<file path="src/rtl/game_round_controller.sv">
`default_nettype none
// ============================================================================
//  Module      : game_round_controller
//  Description : Frame-synchronous round sequencer for the two-ship arena.
//                Turns the start key and per-ship hit flags into countdown,
//                play, explosion and game-over phases. It keeps both scores
//                and pulses round_reset to re-centre the ships.
//  Revision    : 1.0 - initial release
// ============================================================================
module game_round_controller #(
    parameter int unsigned COUNTDOWN_SECS = 3,
    parameter int unsigned FRAMES_PER_SEC = 60,
    parameter int unsigned EXPLODE_FRAMES = 120,
    parameter int unsigned WIN_SCORE      = 5
) (
    input  logic       Clk,
    input  logic       Reset,
    input  logic       frame_clk,
    input  logic       start,
    input  logic       hit_p1,
    input  logic       hit_p2,
    output logic       round_reset,
    output logic       play_en,
    output logic       explode_p1,
    output logic       explode_p2,
    output logic [3:0] score_p1,
    output logic [3:0] score_p2,
    output logic [3:0] countdown,
    output logic [1:0] winner,
    output logic [2:0] state
);

    typedef enum logic [2:0] {
        ST_IDLE      = 3'd0,
        ST_COUNTDOWN = 3'd1,
        ST_PLAY      = 3'd2,
        ST_EXPLODE   = 3'd3,
        ST_GAME_OVER = 3'd4
    } state_t;

    localparam logic [3:0] c_secs    = 4'(COUNTDOWN_SECS);
    localparam logic [7:0] c_frames  = 8'(FRAMES_PER_SEC);
    localparam logic [7:0] c_explode = 8'(EXPLODE_FRAMES);
    localparam logic [3:0] c_win     = 4'(WIN_SCORE);

    state_t     r_state,      w_state_nxt;
    logic       r_frame_q,    w_frame_q_nxt;
    logic       r_start_q,    w_start_q_nxt;
    logic [3:0] r_sec,        w_sec_nxt;
    logic [7:0] r_sub,        w_sub_nxt;
    logic [7:0] r_ex_cnt,     w_ex_cnt_nxt;
    logic [3:0] r_score_p1,   w_score_p1_nxt;
    logic [3:0] r_score_p2,   w_score_p2_nxt;
    logic [3:0] r_countdown,  w_countdown_nxt;
    logic [1:0] r_winner,     w_winner_nxt;
    logic       r_explode_p1, w_explode_p1_nxt;
    logic       r_explode_p2, w_explode_p2_nxt;
    logic       r_round_rst,  w_round_rst_nxt;
    logic       r_play_en,    w_play_en_nxt;
    logic       w_load_round;

    // One-Clk rising-edge strobes; the delayed copies reset high so a held
    // key or an already-high VS never counts as an edge after Reset.
    logic w_frame_tick;
    logic w_start_edge;
    assign w_frame_tick = frame_clk & ~r_frame_q;
    assign w_start_edge = start & ~r_start_q;

    // State and output register bank with synchronous reset.
    always_ff @(posedge Clk) begin
        if (Reset) begin
            r_state      <= ST_IDLE;
            r_frame_q    <= 1'b1;
            r_start_q    <= 1'b1;
            r_sec        <= '0;
            r_sub        <= '0;
            r_ex_cnt     <= '0;
            r_score_p1   <= '0;
            r_score_p2   <= '0;
            r_countdown  <= '0;
            r_winner     <= '0;
            r_explode_p1 <= 1'b0;
            r_explode_p2 <= 1'b0;
            r_round_rst  <= 1'b0;
            r_play_en    <= 1'b0;
        end else begin
            r_state      <= w_state_nxt;
            r_frame_q    <= w_frame_q_nxt;
            r_start_q    <= w_start_q_nxt;
            r_sec        <= w_sec_nxt;
            r_sub        <= w_sub_nxt;
            r_ex_cnt     <= w_ex_cnt_nxt;
            r_score_p1   <= w_score_p1_nxt;
            r_score_p2   <= w_score_p2_nxt;
            r_countdown  <= w_countdown_nxt;
            r_winner     <= w_winner_nxt;
            r_explode_p1 <= w_explode_p1_nxt;
            r_explode_p2 <= w_explode_p2_nxt;
            r_round_rst  <= w_round_rst_nxt;
            r_play_en    <= w_play_en_nxt;
        end
    end

    // Next-state and next-output logic; everything holds unless a phase changes it.
    always_comb begin
        w_state_nxt      = r_state;
        w_frame_q_nxt    = frame_clk;
        w_start_q_nxt    = start;
        w_sec_nxt        = r_sec;
        w_sub_nxt        = r_sub;
        w_ex_cnt_nxt     = r_ex_cnt;
        w_score_p1_nxt   = r_score_p1;
        w_score_p2_nxt   = r_score_p2;
        w_countdown_nxt  = r_countdown;
        w_winner_nxt     = r_winner;
        w_explode_p1_nxt = r_explode_p1;
        w_explode_p2_nxt = r_explode_p2;
        w_round_rst_nxt  = 1'b0;
        w_play_en_nxt    = r_play_en;
        w_load_round     = 1'b0;

        case (r_state)
            ST_IDLE, ST_GAME_OVER: begin
                if (w_start_edge) begin
                    w_load_round   = 1'b1;
                    w_score_p1_nxt = '0;
                    w_score_p2_nxt = '0;
                    w_winner_nxt   = 2'b00;
                end
            end

            ST_COUNTDOWN: begin
                if (w_frame_tick) begin
                    if (r_sub == 8'd1) begin
                        if (r_sec == 4'd1) begin
                            w_state_nxt     = ST_PLAY;
                            w_countdown_nxt = '0;
                            w_play_en_nxt   = 1'b1;
                        end else begin
                            w_sec_nxt       = r_sec - 4'd1;
                            w_sub_nxt       = c_frames;
                            w_countdown_nxt = r_sec - 4'd1;
                        end
                    end else begin
                        w_sub_nxt = r_sub - 8'd1;
                    end
                end
            end

            ST_PLAY: begin
                if (hit_p1 || hit_p2) begin
                    w_state_nxt      = ST_EXPLODE;
                    w_ex_cnt_nxt     = c_explode;
                    w_play_en_nxt    = 1'b0;
                    w_explode_p1_nxt = hit_p1;
                    w_explode_p2_nxt = hit_p2;
                    // A simultaneous hit is a draw and nobody scores.
                    if (hit_p1 && !hit_p2) begin
                        w_score_p2_nxt = r_score_p2 + 4'd1;
                    end else if (hit_p2 && !hit_p1) begin
                        w_score_p1_nxt = r_score_p1 + 4'd1;
                    end
                end
            end

            ST_EXPLODE: begin
                if (w_frame_tick) begin
                    if (r_ex_cnt == 8'd1) begin
                        w_explode_p1_nxt = 1'b0;
                        w_explode_p2_nxt = 1'b0;
                        if (r_score_p1 == c_win) begin
                            w_state_nxt  = ST_GAME_OVER;
                            w_winner_nxt = 2'b01;
                        end else if (r_score_p2 == c_win) begin
                            w_state_nxt  = ST_GAME_OVER;
                            w_winner_nxt = 2'b10;
                        end else begin
                            w_load_round = 1'b1;
                        end
                    end else begin
                        w_ex_cnt_nxt = r_ex_cnt - 8'd1;
                    end
                end
            end

            default: begin
                w_state_nxt = ST_IDLE;
            end
        endcase

        // Entering a round: fresh countdown counters, ships re-centred.
        if (w_load_round) begin
            w_state_nxt     = ST_COUNTDOWN;
            w_sec_nxt       = c_secs;
            w_sub_nxt       = c_frames;
            w_countdown_nxt = c_secs;
            w_round_rst_nxt = 1'b1;
            w_play_en_nxt   = 1'b0;
        end
    end

    assign round_reset = r_round_rst;
    assign play_en     = r_play_en;
    assign explode_p1  = r_explode_p1;
    assign explode_p2  = r_explode_p2;
    assign score_p1    = r_score_p1;
    assign score_p2    = r_score_p2;
    assign countdown   = r_countdown;
    assign winner      = r_winner;
    assign state       = r_state;

endmodule
`default_nettype wire

</file>
<file path="config.mk">
export PLATFORM = sky130hd
export DESIGN_NAME = game_round_controller
export DESIGN_NICKNAME = d
export VERILOG_FILES = /design/src/rtl/game_round_controller.sv
export SDC_FILE = /design/constraint.sdc
export NUM_CORES = 1
export LEC_CHECK = 0
export ABC_AREA = 1
export CELL_PAD_IN_SITES_DETAIL_PLACEMENT = 1
export CELL_PAD_IN_SITES_GLOBAL_PLACEMENT = 2
export CORE_UTILIZATION = 31
export CTS_BUF_LIST = sky130_fd_sc_hd__clkbuf_8 sky130_fd_sc_hd__clkbuf_16
export DETAILED_ROUTE_END_ITERATION = 7
export GPL_ROUTABILITY_DRIVEN = 0
export GPL_TIMING_DRIVEN = 0
export PLACE_DENSITY_LB_ADDON = 0.05
export SYNTH_ARGS = -nofsm -noshare
export SYNTH_HDL_FRONTEND = slang
export SYNTH_SLANG_ARGS = --single-unit
</file>
<file path="constraint.sdc">
create_clock -name Clk -period 1.8 [get_ports Clk]
set_input_delay 0.18 -clock Clk [delete_from_list [all_inputs] [get_ports Clk]]
set_output_delay 0.18 -clock Clk [all_outputs]
set_load 0.02 [all_outputs]
</file>
After elaboration in Yosys (flattened, before gate mapping)

Cells that the tools add are included.

Memory bits (read-only): 0
Bits in registers: 43
Bits in latches: 0
Output and inout port bits: 21
Memory bits (writable): 0
Logic and storage cells: 151
Memories: 0

Add/sub/neg operators: 5
Multiply operators: 0
Multiplexer cells: 61
Shifts and indexed selects: 0
$lt $le $gt $ge: 0
Reductions and logical operators: 29
Equal/unequal tests: 32
Div/mod/pow operators: 0
Bitwise logic cells: 6

Operators by type and width:

| operator                                            | number |
|---|---|
| 2-to-1 mux 8 bit                                    | 5 |
| 2-to-1 mux 2 bit                                    | 14 |
| 2-to-1 mux 4 bit                                    | 7 |
| inequality test 2 bit, second input constant        | 14 |
| 2-to-1 mux 3 bit                                    | 8 |
| inequality test 3 bit, second input constant        | 8 |
| AND reduction 4 bit                                 | 5 |
| 2-to-1 mux 6 bit                                    | 3 |
| equality test 8 x 1 -> 1 bit, second input constant | 2 |
| case mux 4 bit (2 select lines)                     | 2 |
| case mux 8 bit (2 select lines)                     | 1 |
| AND reduction 8 bit                                 | 2 |
| subtractor 8 x 1 -> 8 bit, second input constant    | 2 |
| 2-to-1 mux 1 bit                                    | 15 |
| AND reduction 5 bit                                 | 3 |
| nonzero test 2 bit                                  | 7 |
| case mux 3 bit (4 select lines)                     | 1 |
| AND reduction 3 bit                                 | 4 |
| adder 4 x 1 -> 4 bit, second input constant         | 2 |
| equality test 4 x 3 -> 1 bit, second input constant | 2 |
| case mux 1 bit (2 select lines)                     | 4 |
| equality test 3 x 2 -> 1 bit, second input constant | 2 |
| equality test 4 x 1 -> 1 bit, second input constant | 1 |
| inequality test 4 bit, second input constant        | 1 |
| other kinds (11)                                    | 18 |

Depth between registers and ports, before layout

Gate-level depths: netlist (run 1).

Word-level depth: 8
Mapped depth: 11
Mapped depth without buffers: 11

Worst setup path before layout (run 1)

OpenSTA, ideal clock, no wires.

Path type: register -> register
Start: register r_state[1] (netlist: state[1])
End: register r_winner[0] (netlist: winner[0])
Buffers on the path: 1
Data arrival time: 1.425 ns
Stages on the path, launching flop included: 9
Path slack: 0.262 ns
Clock period less this slack: 1.538 ns
Path through: dfxtp_1 -> nand2_2 -> nor2_2 -> buf_6 -> o21ai_0 -> nor3_2 -> nand2_1 -> nand2_1 -> nor2_1

Cells in the longest elaborated chain, start to end: 4
Elaborated cells on any way between the ends: 11
Those cells by class: 6 x eq/ne; 1 x mux; 4 x reduce/logical

Ends and longest elaborated chain:

| element                                                                      | RTL line | RTL |
|---|---|---|
| from (decl)                                                                  | 46       | `state_t r_state, w_state_nxt;` |
| from (signal assigned)                                                       | 87       | `r_state <= w_state_nxt;` |
| equality test 3 bit or logical NOT 3 bit (tied branches)                     | 122      | `case (r_state)` |
| OR reduction 2 bit                                                           | 122      |  |
| inequality test 2 bit (no source line) or nonzero test 2 bit (tied branches) | -        |  |
| AND reduction 5 bit (no source line)                                         | -        |  |
| to (signal assigned)                                                         | 96       | `r_winner <= w_winner_nxt;` |
| to (decl)                                                                    | 55       | `logic [1:0] r_winner, w_winner_nxt;` |

Several ways; a longest one is shown, not always the timed one.
A chain may end at the register's enable or synchronous reset.

Worst setup path in the final report (run 1)

Start: register r_sec[1]
End: register r_state[0] (netlist: state[0])

Cells in the longest elaborated chain, start to end: 3

Ends and longest elaborated chain:

| element                                | RTL line | RTL |
|---|---|---|
| from (decl)                            | 49       | `logic [3:0] r_sec, w_sec_nxt;` |
| from (signal assigned)                 | 90       | `r_sec <= w_sec_nxt;` |
| equality test 4 x 1 -> 1 bit           | 135      | `if (r_sec == 4'd1) begin` |
| inequality test 3 bit (no source line) | -        |  |
| AND reduction 8 bit (no source line)   | -        |  |

No other way between the ends.

==> reports/results.md, run 1 <==
| Stage | Parameter | Value |
|:---|:---|:---|
| run status | Result of the run | finished clean |
| power and ir drop | Fraction of power consumed by the clock network | 14.1% |
| worst setup path | CP startpoint kind | flip-flop |
| logic synthesis | Synth area leaders | sky130_fd_sc_hd__dfxtp_1, sky130_fd_sc_hd__nand2_1, sky130_fd_sc_hd__inv_1 |
| sta | Peak Freq | 0.609 GHz |
| floorplan | Initial core utilization | 32.2% |
| logic synthesis | Cell type with the largest total area after synthesis | sky130_fd_sc_hd__dfxtp_1 |
| layout | Final Non-Filler Cells | 474 |
| worst setup path | Ordered list of cells on the worst path | inv_1 -> ha_1 -> nand2_1 -> nor2_1 -> nand3_2 -> a21oi_1 -> nand2_1 -> nand2_1 -> nand3_1 -> nand2_1 |
| worst setup path | Data required time at the worst endpoint | 2050 ps |
| layout | Layout Cell Area excl Fill | 2860 um^2 |
| placed design | Area after DPL | 2730 um^2 |
| clock tree | Clock tree root buffer cell | sky130_fd_sc_hd__clkbuf_8 |
| sta | Final sum of negative setup slack | 0 ps |
| floorplan | Count of boundary I/O pins | 27 |
| sta | Worst-case hold slack | 465 ps |
| sta | Relative slew margins | 65.3% |
| clock tree | Clock tree from TritonCTS | done |
| power and ir drop | Power consumption | 4.50 mW |
| global routing | Total global routing overflow | 0 |
| routing | Ratio of routed vias to standard cells | 4.54 |
| clock tree | CTS clock-pin slew for the worst setup and hold paths | 90 ps |
| logic synthesis | Register bit count reported by yosys | 43 |
| clock tree | TritonCTS Buffers | 5 |
| layout | Net count of the finished layout | 390 |
| sta | Clock skew after layout | 8.60 ps |
| logic synthesis | Synthesized instance count | 341 |
| worst setup path | Crit Path Max Fanout | 4 |
| global routing | Antenna violations before repair | 0 |
| global routing | Largest net degree at the start of global routing | 15 |
| layout | Most common cell after layout, fill and taps aside | sky130_fd_sc_hd__nand2_1 |
| power and ir drop | Fraction of power spent switching nets | 47.0% |
| clock tree | Number of hold buffers added after CTS | 0 |
| floorplan | Die outline area | 7920 um^2 |
| layout | Share of final-layout standard cells stronger than drive strength 1 | 11.5% |
| worst setup path | Critical Path Slowest Stage Cell | sky130_fd_sc_hd__dfxtp_1 |
| power and ir drop | Maximum vdd ir drop | 0.639 mV |
| global routing | Number of global-route vias before repair | 2,144 |
| floorplan | Row count | 31 |
| logic synthesis | Yosys warning total | 0 |
| worst setup path | WP buf/inv | 1 |
| power and ir drop | Leak | 1.24 nW |
| sta | Slew at the pin with the worst max-slew slack | 521 ps |
| clock tree | Number of levels in the clock H-tree | 2 |
| sta | Minimum clock period after layout | 1640 ps |
| placed design | DP Cell Count | 466 |
| layout | Final cell utilization of the core | 39.2% |
| sta | Smallest setup slack after layout | 159 ps |
| clock tree | Clock sinks | 43 |
| floorplan | Die outline height | 89.0 um |
| worst setup path | Most Frequent Cell on Critical Path | sky130_fd_sc_hd__nand2_1 |
| sta | Final Hold Violating Endpoints | 0 |
| sta | Number of max-slew violations in the final report | 0 |
| floorplan | Core region area | 7290 um^2 |
| global routing | Overall fraction of global-route tracks in use | 16.6% |
| routing | Routed WL | 5.96 mm |
| clock tree | CTS resizes | 1 |
| clock tree | Clock Path Buffers | 2 |
| logic synthesis | Nets in the synthesized netlist | 357 |
| power and ir drop | Internal | 2.39 mW |
| routing | DRC | 0 |
| placed design | Worst slack after detailed placement | -106 ps |
| logic synthesis | Sequential area share after synthesis | 36.7% |
| power and ir drop | Portion of total power attributed to combinational logic | 54.1% |
| layout | # fillers | 984 |
| power and ir drop | Net load switching power | 2.11 mW |
| worst setup path | Setup crit end kind | flip-flop |
| logic synthesis | Number of different library cells in the post-synthesis netlist | 31 |
| clock tree | Clock network latency to the later pin of the worst-skew pair | 300 ps |
| worst setup path | Worst Path Arrival | 1890 ps |
| routing | Initial DRC Count | 34 |
| sta | Count of endpoints failing setup in the final report | 0 |
| routing | Routed vias | 2,152 |
| logic synthesis | Top-area cell type share of the netlist area | 36.7% |
| power and ir drop | Power density relative to cell area | 1570 nW/um^2 |
| layout | Layout area overhead | 21.8% |
| floorplan | Die width | 89.0 um |
| placed design | Detailed placement HPWL | 4.56 mm |
| logic synthesis | Avg Synthesized Cell Area | 6.88 um^2 |
| placed design | Count of port buffers added during placement | 26 |
| power and ir drop | Sequential fraction of design power | 31.7% |
| clock tree | Post-CTS Setup Bufs | 0 |
| run | Max cap viols | 0 |
| min path | Worst hold path type | reg -> reg |
| routing | Total iterations of the first detailed-routing run | 4 |
| logic synthesis | Combined area of all synthesized cells | 2350 um^2 |
| sta | Period utilisation layout | 91.2% |
| layout | Antenna Diode Count | 0 |
| routing | Average wire per standard cell | 12.6 um |
| worst setup path | Crit Path Category | reg -> reg |
| worst setup path | Largest stage delay, worst path | 310 ps |
| global routing | Wire length of the first global-routing pass | 10.1 mm |
| layout | Leading cell types in the layout, fill and taps excluded | sky130_fd_sc_hd__nand2_1, sky130_fd_sc_hd__inv_1, sky130_fd_sc_hd__nor2_1 |
| routing | Number of nets with antenna violations after routing | 0 |
| worst setup path | Delay-heaviest family, CP | simple AND/OR/NAND/NOR gates |
## tightest hold or removal path, stage by stage (launching register included)
cell and delay [ps]:
sky130_fd_sc_hd__dfxtp_1 320, sky130_fd_sc_hd__nand2_1 60, sky130_fd_sc_hd__a21oi_1 50
## power groups by stage
| stage | logic, mW | registers [mW] | clock network (mW) |
|---|---|---|---|
| after global routing | 2.78 | 1.46 | 0.701 |
| after floorplan | 1.62 | 1.54 | 0 |
| after CTS | 2.44 | 1.42 | 0.665 |
| after detailed placement | 2.42 | 1.44 | 0 |
| final | 2.44 | 1.43 | 0.636 |
| after global placement | 2.38 | 1.44 | 0 |
## layout make-up
| class | count | area [um^2] | area share [%] |
|---|---|---|---|
| multi-input cells | 245 | 1310 | 45.9 |
| flip-flops and latches | 43 | 865 | 30.2 |
| repair buffers | 26 | 260 | 9.10 |
| inverters | 50 | 190 | 6.65 |
| well taps | 99 | 124 | 4.33 |
| clock buffers | 5 | 68.8 | 2.41 |
| clock inverters | 3 | 20.0 | 0.700 |
| plain buffers | 3 | 18.8 | 0.656 |
## sequential cells by signal (all words and copies together) (netlist names)
| signal | count |
|---|---|
| r_ex_cnt | 8 |
| r_sub | 8 |
| countdown | 4 |
| r_sec | 4 |
| score_p1 | 4 |
| score_p2 | 4 |
| state | 3 |
| winner | 2 |
| explode_p1 | 1 |
| explode_p2 | 1 |
| play_en | 1 |
| r_frame_q | 1 |
| r_start_q | 1 |
| round_reset | 1 |
## cells by family after synthesis
| family | Yosys count | share of synthesized area, % |
|---|---|---|
| xor gates and xnor gates | 13 | 4.85 |
| adders and majority gates | 10 | 5.33 |
| buffers and inverters | 53 | 8.90 |
| and+or+nand+nor | 179 | 34.5 |
| DFF | 43 | 36.7 |
| AOI/OAI and AO/OA | 43 | 9.70 |
## worst paths after layout
check / start / end / slack, ps / cells after the start
hold / removal: play_en / play_en / 460 / 2
setup reg to reg: r_sec[1] / state[0] / 160 / 10
setup / recovery: r_sec[1] / state[0] / 160 / 10
hold reg to reg: play_en / play_en / 460 / 2
## synthesized netlist by cell type, drive strengths merged
library cell   n
xor2           9
dfxtp         43
a21oi         27
xnor2          4
nand4          3
inv           49
ha            10
clkbuf         2
nand3b         1
clkinv         1
nor2          51
nand3         31
nor3           3
or2            3
o211a          1
buf            1
nand2         86
nor4           1
o21ai         15
## per-layer routing
| layer | part of all wire [%] | wire, um | up-vias | track usage, % |
|---|---|---|---|---|
| li1 | - | - | 1135 | - |
| met1 | 52 | 3110 | 993 | 22.7 |
| met2 | 45 | 2670 | 19 | 27.2 |
| met3 | 2.1 | 123 | 5 | 2.77 |
| met4 | 0.96 | 57 | 0 | 4.33 |
| met5 | 0 | 0 | - | 0 |
(Power assumes the default switching activity.)
==> run 2, diff against run 1 <==
- CORE_UTILIZATION: 31 -> 28
==> run 2 against run 1 <==
Compared with the run above:
- routed wire length increased by 1.6%
- via count decreased by 1.1%
- sequential share of layout area decreased by 0.11 points
- setup slack improved by 20 ps
- register-to-register slack improved by 20 ps
- first-iteration DRC count decreased by 18%
- clock power increased by 4.7%
- count of clock-buffer cells in the layout unchanged
- die area increased by 10%
- worst hold slack got worse by 9.7 ps
- final area increased by 0.35%
- maximum frequency increased by 1.2%
- critical path type unchanged
- highest routed layer unchanged
==> reports/results.md, run 2 (synthesis gave the netlist of run 1 again) <==
| Stage | Parameter | Value |
|:---|:---|:---|
| placed design | Detailed placement HPWL | 4.62 mm |
| min path | Start point of the worst hold path | frame_clk |
| layout | Antenna Diode Count | 0 |
| layout | Leading cell types in the layout, fill and taps excluded | sky130_fd_sc_hd__nand2_1, sky130_fd_sc_hd__inv_1, sky130_fd_sc_hd__nor2_1, sky130_fd_sc_hd__dfxtp_1 |
| power and ir drop | Leak | 1.24 nW |
| sta | Final Hold Violating Endpoints | 0 |
| routing | Total iterations of the first detailed-routing run | 4 |
| placed design | Area after DPL | 2740 um^2 |
| floorplan | Core region area | 8180 um^2 |
| clock tree | Clock tree root buffer cell | sky130_fd_sc_hd__clkbuf_8 |
| floorplan | Die outline area | 8750 um^2 |
| layout | Layout area overhead | 22.2% |
| sta | Count of endpoints failing setup in the final report | 0 |
| sta | Number of max-slew violations in the final report | 0 |
| routing | DRC | 0 |
| floorplan | Die width | 93.6 um |
| worst setup path | Setup crit end kind | flip-flop |
| layout | Layout Cell Area excl Fill | 2870 um^2 |
| routing | Average wire per standard cell | 12.6 um |
| layout | Share of final-layout standard cells stronger than drive strength 1 | 11.7% |
| sta | Period utilisation layout | 90.1% |
| clock tree | Clock network latency to the later pin of the worst-skew pair | 300 ps |
| worst setup path | Crit Path Max Fanout | 9 |
| sta | Clock skew after layout | 6.01 ps |
| global routing | Largest net degree at the start of global routing | 16 |
| worst setup path | CP startpoint kind | flip-flop |
| global routing | Number of global-route vias before repair | 2,145 |
| sta | Smallest setup slack after layout | 179 ps |
| clock tree | Number of hold buffers added after CTS | 0 |
| worst setup path | Number of cells on the worst reg-to-reg path | 10 |
| layout | Final cell utilization of the core | 35.1% |
| worst setup path | Worst reg-to-reg setup slack | 180 ps |
| sta | Unrepaired setup endpoints after global routing | no |
| worst setup path | Data required time at the worst endpoint | 2000 ps |
| floorplan | Row count | 33 |
| clock tree | Clock Path Buffers | 2 |
| worst setup path | Worst r2r src | score_p1[1] |
| sta | Minimum clock period after layout | 1620 ps |
| clock tree | Clock sinks | 43 |
| clock tree | Number of levels in the clock H-tree | 2 |
| layout | # fillers | 1,062 |
| run status | Result of the run | finished clean |
| power and ir drop | Power density relative to cell area | 1570 nW/um^2 |
| floorplan | Count of boundary I/O pins | 27 |
| global routing | Overall fraction of global-route tracks in use | 15.3% |
| clock tree | TritonCTS Buffers | 5 |
| run | Max cap viols | 0 |
| routing | Ratio of routed vias to standard cells | 4.44 |
| worst setup path | Worst Path Arrival | 1820 ps |
| placed design | Worst slack after detailed placement | -85.6 ps |
| global routing | Wire length of the first global-routing pass | 10.2 mm |
| power and ir drop | Maximum vdd ir drop | 0.648 mV |
| sta | Slew at the pin with the worst max-slew slack | 539 ps |
| worst setup path | Crit Path Category | reg -> reg |
| routing | Number of nets with antenna violations after routing | 0 |
| sta | Relative slew margins | 64.1% |
| floorplan | Initial core utilization | 28.7% |
| placed design | Count of port buffers added during placement | 26 |
| routing | Routed WL | 6.06 mm |
| clock tree | Clock tree from TritonCTS | done |
| global routing | Total global routing overflow | 0 |
| min path | Worst hold path type | in -> reg |
| routing | Routed vias | 2,129 |
| clock tree | CTS clock-pin slew for the worst setup and hold paths | 90 ps |
| worst setup path | Destination of the worst register-to-register timing path | r_sub[0] |
| sta | Peak Freq | 0.617 GHz |
| layout | Most common cell after layout, fill and taps aside | sky130_fd_sc_hd__nand2_1 |
| min path | Number of cells on the worst hold path | 3 |
| routing | Initial DRC Count | 28 |
| floorplan | Die outline height | 93.6 um |
| global routing | Antenna violations before repair | 0 |
| sta | Final sum of negative setup slack | 0 ps |
| layout | Net count of the finished layout | 390 |
| layout | Registers with the most flip-flops | r_ex_cnt x8, r_sub x8 |
| min path | Worst hold path endpoint | r_frame_q |
## run 2: layer usage
metal | wire [um] | global-route usage, % | up-vias
met5 | 0 | 0 | -
met1 | 3220 | 21.0 | 966
met2 | 2620 | 23.8 | 18
met3 | 134 | 3.01 | 4
li1 | - | - | 1141
met4 | 80 | 5.00 | 0
## run 2: report_power, final
| group | switching [mW] | internal, mW | total, mW |
|---|---|---|---|
| registers | 0.227 | 1.20 | 1.43 |
| clock network | 0.387 | 0.278 | 0.666 |
| logic | 1.51 | 0.905 | 2.41 |
## run 2: how the worst max path moves through the flow
stage	start	depth (start not counted)	to	slack, ps
2_1_floorplan	state[1]	8	winner[0]	260
3_3_place_gp	frame_clk	8	countdown[3]	-90
3_5_place_dp	frame_clk	8	countdown[3]	-90
4_1_cts	state[0]	8	r_sec[1]	20
5_1_grt	r_sub[1]	8	r_sec[0]	20
6_report	score_p1[1]	10	r_sub[0]	180
## run 2: through the flow
step	cells	total power [mW]	hold slack (ps)
3_5_place_dp	472	3.86	455
5_1_grt	480	4.99	478
4_1_cts	480	4.56	425
2_1_floorplan	341	3.16	249
6_report	480	4.51	455
3_3_place_gp	472	3.84	451
## run 2: critical path, cell delays in order (launching register included)
cell and delay [ps]:
sky130_fd_sc_hd__dfxtp_1 390, sky130_fd_sc_hd__inv_1 70, sky130_fd_sc_hd__ha_1 190, sky130_fd_sc_hd__nand3_1 120, sky130_fd_sc_hd__nand2_1 80, sky130_fd_sc_hd__nor2_1 90, sky130_fd_sc_hd__nand3_1 80, sky130_fd_sc_hd__nand2_2 170
sky130_fd_sc_hd__inv_2 60, sky130_fd_sc_hd__nand2_2 190, sky130_fd_sc_hd__nor2_1 70
## run 2: layout make-up
class	instances	area (um^2)	area share, %
clock inverters	3	25.0	0.872
clock buffers	5	68.8	2.40
multi-input cells	245	1310	45.7
inverters	50	190	6.63
well taps	105	131	4.58
repair buffers	26	260	9.07
plain buffers	3	18.8	0.654
flip-flops and latches	43	865	30.1
## run 2: what timing repair did
item / CTS / global route
gates resized for setup: 1 / 10
setup endpoints to repair: 3 / 32
hold endpoints to repair: 0 / 0
setup buffers: 0 / 0
